==> src/rtl/cordic_mag_window.sv <==
// Window reducer for the cordic magnitude stream: every 2^LOG2_N valid samples produce one
// registered mean/max/min result with a sticky overflow flag for results lost to back-pressure.
module cordic_mag_window #(
  parameter int unsigned Q_I    = 15,
  parameter int unsigned Q_F    = 16,
  parameter int unsigned LOG2_N = 4,
  localparam int unsigned WIDTH = Q_I + Q_F + 1
) (
  input  logic             clk_i,
  input  logic             rst_ni,
  input  logic             clear_i,
  input  logic             valid_i,
  input  logic [WIDTH-1:0] data_i,
  input  logic             ready_i,
  output logic             valid_o,
  output logic [WIDTH-1:0] mean_o,
  output logic [WIDTH-1:0] max_o,
  output logic [WIDTH-1:0] min_o,
  output logic             overflow_o
);

  localparam int unsigned AccW = WIDTH + LOG2_N;
  localparam logic [WIDTH-1:0] MinInit = {1'b0, {(WIDTH-1){1'b1}}};

  typedef enum logic [0:0] {StEmpty, StFull} state_e;

  state_e              state_q, state_d;
  logic [LOG2_N-1:0]   cnt_q, cnt_d;
  logic [AccW-1:0]     acc_q, acc_d;
  logic [WIDTH-1:0]    run_max_q, run_max_d;
  logic [WIDTH-1:0]    run_min_q, run_min_d;
  logic [WIDTH-1:0]    mean_q, mean_d;
  logic [WIDTH-1:0]    max_q, max_d;
  logic [WIDTH-1:0]    min_q, min_d;
  logic                ovf_q, ovf_d;

  logic [WIDTH-1:0]    sample;
  logic [AccW-1:0]     acc_sum;
  logic [WIDTH-1:0]    max_new;
  logic [WIDTH-1:0]    min_new;
  logic                accept;
  logic                complete;
  logic                load;

  // Negative magnitudes can only be cordic artefacts; treat them as zero.
  assign sample   = data_i[WIDTH-1] ? '0 : data_i;
  assign acc_sum  = acc_q + AccW'(sample);
  assign max_new  = (sample > run_max_q) ? sample : run_max_q;
  assign min_new  = (sample < run_min_q) ? sample : run_min_q;
  assign accept   = valid_i && !clear_i;
  assign complete = accept && (&cnt_q);

  // Window accumulation
  always_comb begin
    cnt_d     = cnt_q;
    acc_d     = acc_q;
    run_max_d = run_max_q;
    run_min_d = run_min_q;
    if (clear_i || complete) begin
      cnt_d     = '0;
      acc_d     = '0;
      run_max_d = '0;
      run_min_d = MinInit;
    end else if (accept) begin
      cnt_d     = cnt_q + LOG2_N'(1);
      acc_d     = acc_sum;
      run_max_d = max_new;
      run_min_d = min_new;
    end
  end

  // Output handshake FSM
  always_comb begin
    state_d = state_q;
    ovf_d   = ovf_q;
    load    = 1'b0;
    if (clear_i) begin
      state_d = StEmpty;
      ovf_d   = 1'b0;
    end else begin
      unique case (state_q)
        StEmpty: begin
          if (complete) begin
            state_d = StFull;
            load    = 1'b1;
          end
        end
        StFull: begin
          if (complete) begin
            load = 1'b1;
            if (!ready_i) ovf_d = 1'b1;
          end else if (ready_i) begin
            state_d = StEmpty;
          end
        end
        default: state_d = StEmpty;
      endcase
    end
  end

  always_comb begin
    mean_d = mean_q;
    max_d  = max_q;
    min_d  = min_q;
    if (load) begin
      mean_d = acc_sum[LOG2_N +: WIDTH];
      max_d  = max_new;
      min_d  = min_new;
    end
  end

  always_ff @(posedge clk_i or negedge rst_ni) begin
    if (!rst_ni) begin
      state_q   <= StEmpty;
      cnt_q     <= '0;
      acc_q     <= '0;
      run_max_q <= '0;
      run_min_q <= MinInit;
      mean_q    <= '0;
      max_q     <= '0;
      min_q     <= '0;
      ovf_q     <= 1'b0;
    end else begin
      state_q   <= state_d;
      cnt_q     <= cnt_d;
      acc_q     <= acc_d;
      run_max_q <= run_max_d;
      run_min_q <= run_min_d;
      mean_q    <= mean_d;
      max_q     <= max_d;
      min_q     <= min_d;
      ovf_q     <= ovf_d;
    end
  end

  assign valid_o    = (state_q == StFull);
  assign mean_o     = mean_q;
  assign max_o      = max_q;
  assign min_o      = min_q;
  assign overflow_o = ovf_q;

endmodule

==> config.mk <==
export PLATFORM = sky130hd
export DESIGN_NAME = cordic_mag_window
export DESIGN_NICKNAME = d
export VERILOG_FILES = /design/src/rtl/cordic_mag_window.sv
export SDC_FILE = /design/constraint.sdc
export NUM_CORES = 1
export LEC_CHECK = 0
export BUFFER_PORTS_ARGS = -buffer_cell sky130_fd_sc_hd__buf_2
export CAP_MARGIN = 20
export CELL_PAD_IN_SITES_DETAIL_PLACEMENT = 1
export CELL_PAD_IN_SITES_GLOBAL_PLACEMENT = 1
export CORE_ASPECT_RATIO = 1.4
export CORE_MARGIN = 4
export CORE_UTILIZATION = 40
export CTS_BUF_LIST = sky130_fd_sc_hd__clkbuf_4
export DETAILED_ROUTE_END_ITERATION = 7
export PLACE_DENSITY = 0.73
export SLEW_MARGIN = 20
export SYNTH_ARGS = -nofsm -noshare
export SYNTH_HDL_FRONTEND = slang
export SYNTH_SLANG_ARGS = --single-unit
==> constraint.sdc <==
create_clock -name clk_i -period 7.9 [get_ports clk_i]
set_input_delay 1.58 -clock clk_i [delete_from_list [all_inputs] [get_ports clk_i]]
set_output_delay 1.58 -clock clk_i [all_outputs]
set_load 0.05 [all_outputs]
# --- Word level (Yosys, flattened, before mapping) ---
# Cells that the tools add are included.
op_classes:
  div_mod_pow: 0
  multipliers: 0
  n_bitwise: 1
  n_shift: 0
  eq_ne: 1
  mux: 21
  n_lt_le_gt_ge: 2
  n_reduce_logical: 9
  n_addsub: 2
op_table:
  columns: ["op", "count"]
  rows:
  - ["$mux 32", 6]
  - ["$mux 36", 2]
  - ["$add 36x31->36", 1]
  - ["$gt 31x32->1", 1]
  - ["$lt 31x32->1", 1]
  - ["$mux 31", 1]
  - ["$mux 1", 9]
  - ["$mux 4", 2]
  - ["$reduce_bool 2->1", 3]
  - ["$add 4x1->4 const B", 1]
  - ["$reduce_and 4->1", 1]
  - ["$reduce_and 3->1", 1]
  - ["$logic_and 1x1->1", 2]
  - ["$ne 2x2->1 const B", 1]
  - ["$pmux 1 s2", 1]
  - ["$logic_not 1->1", 1]
  - ["$logic_or 1x1->1", 1]
  - ["$not 1->1", 1]
totals:
  mem_count: 0
  mem_bits_rw: 0
  inputBits: 37
  romBits: 0
  reg_bits: 202
  elab_cells: 45
  latchBits: 0
  out_inout_bits: 98

# --- Logic depth before layout (Yosys ltp) ---
depth:
  word_depth: 6
  mapped_depth: 19
  ltp_nobuf: 15

# --- Least setup slack after synthesis ---
# Ideal clock, no wire load.
synth_path:
  path_type: "input -> register"
  startpoint: "input port data_i[31]"
  endpoint: "register mean_q[31] (netlist: mean_o[31])"
  path_buffers: 5
  path_slack_ps: 3229
  required_time_ps: 7818
  arrival_time_ps: 4590
  path_stages: 17
  path_cell_list: "inv_1 buf_4 clkbuf_1 clkbuf_1 nand2_1 inv_1 ha_1 clkbuf_1 a41oi_1 o21ai_0 nor2_1 a31oi_1 a311oi_1 o21a_1 buf_2 or3_1 a31oi_1"
synth_via:
  elab_chain_cells: 2
synth_lines:
  columns: ["item", "line", "rtl"]
  rows:
  - ["start: declaration", "13", "input logic [WIDTH-1:0] data_i,"]
  - ["$mux 31", "46", "assign sample = data_i[WIDTH-1] ? '0 : data_i;"]
  - ["$add 36x31->36", "47", "assign acc_sum = acc_q + AccW'(sample);"]
  - ["end signal: assignment", "129", "mean_q <= mean_d;"]
  - ["end: declaration", "32", "logic [WIDTH-1:0] mean_q, mean_d;"]
# No other way between the ends.
# A chain may end at the register's enable or synchronous reset.

# --- Worst setup path in the final report ---
layout_path:
  startpoint: "input port data_i[31]"
  endpoint: "register run_max_q[2]"
layout_via:
  elab_chain_cells: 5
layout_lines:
  columns: ["item", "line", "rtl"]
  rows:
  - ["$mux 31 (*)", "46", null]
  - ["$gt 31x32->1", "48", "assign max_new = (sample > run_max_q) ? sample : run_max_q;"]
  - ["$mux 32 (*)", "48", null]
  - ["$mux 32 (*)", "64", "end else if (accept) begin"]
  - ["$mux 32 (*)", "59", "if (clear_i || complete) begin"]
  - ["end signal: assignment", "127", "run_max_q <= run_max_d;"]
  - ["end: declaration", "30", "logic [WIDTH-1:0] run_max_q, run_max_d;"]
# Every way passes the cells marked *; elsewhere a longest branch is shown, timed or not. The select of a mux whose other input is x is not followed.

==> results by group <==
Outcome
  – Status: completed

Hold path
  – Worst Hold Depth: 2
  – Hold EP: mean_o[21]$_DFFE_PN0P_
  – Worst Hold Class: reg -> reg
  – Min-delay src: mean_o[21]$_DFFE_PN0P_

Clock tree
  – Clock latency at the later pin of the worst-skew pair: 0.72 ns
  – Num CTS Buffers: 53
  – Cts hold-fix bufs: 0
  – H-tree depth: 2
  – Post-CTS setup buffers: 0
  – Max Root-Sink Buffers: 3
  – CTS clk-pin slew, worst paths: about 0.07 ns
  – Cts repair resizes: 0
  – Root buffer cell: clkbuf_4
  – Clk sinks: roughly 200
  – CTS tree: yes

Yosys
  – Sequential-to-total area share from yosys stat: between 40% and 50%
  – Synthesized cell area: 12400 um2
  – Syn avg cell area: 8.31 um2
  – Commonest cells in the synthesized netlist: 215 x nand2_1, 171 x dfrtp_1, 144 x nor2_1
  – Post-Syn Instances: 1497
  – Largest area contributor in the netlist: dfrtp_1
  – Number of flops mapped to enable cells by yosys: 0
  – Cell variety after synth: a little under 80
  – Register bit total from synthesis: 202
  – Ys async rst share: between 90% and 100%
  – Syn_nets: 1601
  – Count leader, synth: nand2_1
  – Top_reg_cell synth: dfrtp_1
  – Yosys warning total: 0
  – Area contributors post-synth: dfrtp_1 34%, ha_1 6.7%, dfstp_2 6.5%
  – Top cell type's share of synthesized area: around 34%

Detailed routing
  – Drt initial violations: 540
  – DR DRC count: 0
  – Wire per inst: 20.7 um
  – Router iterations before antenna repair: 5
  – Antenna Nets Post-Route: 0
  – DRT Wirelength: roughly 42 mm
  – DR vias: 11.6k
  – DR vias/cell: 5.66

Setup path
  – Worst r2r src: run_min_q[8]$_DFFE_PN1P_
  – Arr. time, crit path: between 6 and 7 ns
  – Worst setup EP type: register
  – CP peak stage delay: 0.61 ns
  – CP delay by family, top: buffers and inverters
  – Startpoint types: input pin
  – Reg2reg setup slack: about 4.4 ns
  – Crit path max fanout: 31
  – CP Cell Sequence: buf_2 > inv_1 > buf_4 > nand2_1 > inv_1 > ha_1 > nand4b_1 > nor4_1 > o21ai_0 > a21oi_4 > buf_4 > o22ai_2 > buf_4 > nand2_1 > o21ai_0
  – CP Class: in -> reg
  – CP Data Required Time: 8.45 ns
  – CP Buf/Inv Count: 6
  – Slowest CP cell: nor4_1
  – CP most frequent cell: buf_4
  – RR Endpoint: min_o[24]$_DFFE_PN0P_
  – FF-to-FF path depth: 12

Global route
  – Largest net degree at the start of global routing: 72
  – GRT Overall Usage: 25.1%
  – Vias in the first global route: 12.6k
  – Grt ovf: 0
  – First-pass GRT wire length: 67.7 mm
  – Initial antenna violation count: 3

Die
  – Die Height: 217 um
  – Die ar.: 34000 um2
  – Initial Util: 40.5%
  – Row count: 76
  – Core area: 30700 um2
  – Die Wd: 157 um
  – IO Count: 135

Timing
  – Slew @ Worst Pin: 1.07 ns
  – Final setup violation count: 0
  – Tcrit/Tclk final: 69.7%
  – Fin Hold WS: 0.469 ns
  – Final hold violation count: 0
  – Final Critical Period: between 5 and 6 ns
  – Setup TNS: 0 ns
  – Final Slew Violations: 0
  – Final clock skew: 0.0394 ns
  – RSZ-0062 raised after global routing: false
  – Worst slew margin: between 20% and 30%
  – Max frequency: between 150 and 200 MHz

Placement
  – Port-buffer cells: 134
  – HPWL after DPL: 30.4 mm
  – Area after DPL: about 13000 um2
  – RePlAce Congestion: around 0.84

Power
  – Worst vdd ir: 0.0881 mV
  – Leak: 6.89 nW
  – Pwr dens: 173 nW/um2

Finish
  – Util after Layout: 45.9%
  – Synth-to-Final Area Change: 13.3%
  – Layout cells sized above 1: 18.0%
  – Nets: 1721
  – Final Cell Area: ~14000 um2

Job
  – Max-cap viol count: 0
==> worst max path at each step <==
stage	start	slack, ns	to	cells after the start
2_1_floorplan	data_i[31]	3.23	mean_o[31]$_DFFE_PN0P_	17
3_3_place_gp	data_i[31]	1.87	run_max_q[7]$_DFFE_PN0P_	15
3_5_place_dp	data_i[31]	1.75	run_max_q[4]$_DFFE_PN0P_	15
4_1_cts	data_i[31]	2.53	run_max_q[2]$_DFFE_PN0P_	15
5_1_grt	data_i[31]	2.13	run_max_q[29]$_DFFE_PN0P_	15
6_report	data_i[31]	2.39	run_max_q[2]$_DFFE_PN0P_	15
==> power breakdown <==
group          leakage [nW]  switching [W]  total, W  internal, W
Clock                 0.390       0.000465  0.000903     0.000438
Combinational          3.80       0.000281  0.000421     0.000140
Sequential             2.69      0.0000409   0.00112      0.00108
==> layout make-up <==
type                    instances  area [um2]
multi-input cells            1104        6640
clock inverters                21        82.6
repair buffers                157         852
diodes                          1        2.50
well taps                     390         488
flip-flops and latches        202        5090
inverters                      99         372
clock buffers                  75         563
fillers                      3754       16600
==> stage by stage <==
stage	cells	setup slack (ns)	total power [W]
detailed placement	1952	1.75	0.00156
floorplan	1497	3.23	0.00140
global placement	1952	1.87	0.00155
CTS	2048	2.53	0.00248
finish	2049	2.39	0.00245
global route	2049	2.13	0.00259
==> flip-flops by register name, summed over array words and instances, names as in the netlist <==
| register | count |
|---|---|
| valid_o | 1 |
| acc_q | 36 |
| min_o | 32 |
| mean_o | 32 |
| max_o | 32 |
| overflow_o | 1 |
| run_min_q | 32 |
| cnt_q | 4 |
| run_max_q | 32 |
==> cell families (layout without fill, tap and decap cells) <==
logic type	Yosys count	count (layout)	share of synthesized area [%]
compound gates	419	419	21.0
mux	14	14	1.17
xor+xnor	61	61	4.35
buf+inv	191	352	6.01
simple gates	537	537	19.3
flops	202	202	40.9
fa+ha+maj	73	73	7.22
other cells	0	1	0
==> worst reg2reg max path, stage by stage, from the launching register on <==
cell and delay (ns):
dfstp_2 0.57, inv_1 0.06, ha_1 0.18, maj3_1 0.33, maj3_1 0.35, a21oi_1 0.14
o21ai_0 0.17, a41oi_1 0.31, nor2_1 0.08, o211ai_1 0.65, buf_4 0.39, nor2_1 0.08
nor3_1 0.17
==> layer usage <==
layer	up-vias	GRT usage [%]	share of wire, %
met5	-	0	0.047
met4	4	12.0	4.9
met3	116	4.17	4.0
met2	262	45.2	53
met1	5732	28.4	38
li1	5489	-	-
==> cells in the final DEF, fill, tap and decap left out, drive strengths merged, types with 31 or more instances in the layout <==
master  count
nand2     216
dfrtp     171
buf       156
nor2      145
o21ai     126
a21oi     110
inv       101
clkbuf     76
nor3       74
ha         67
xnor2      49
o211ai     34
a211oi     33
dfstp      31
No activity file was read; power rests on OpenSTA's default activity.
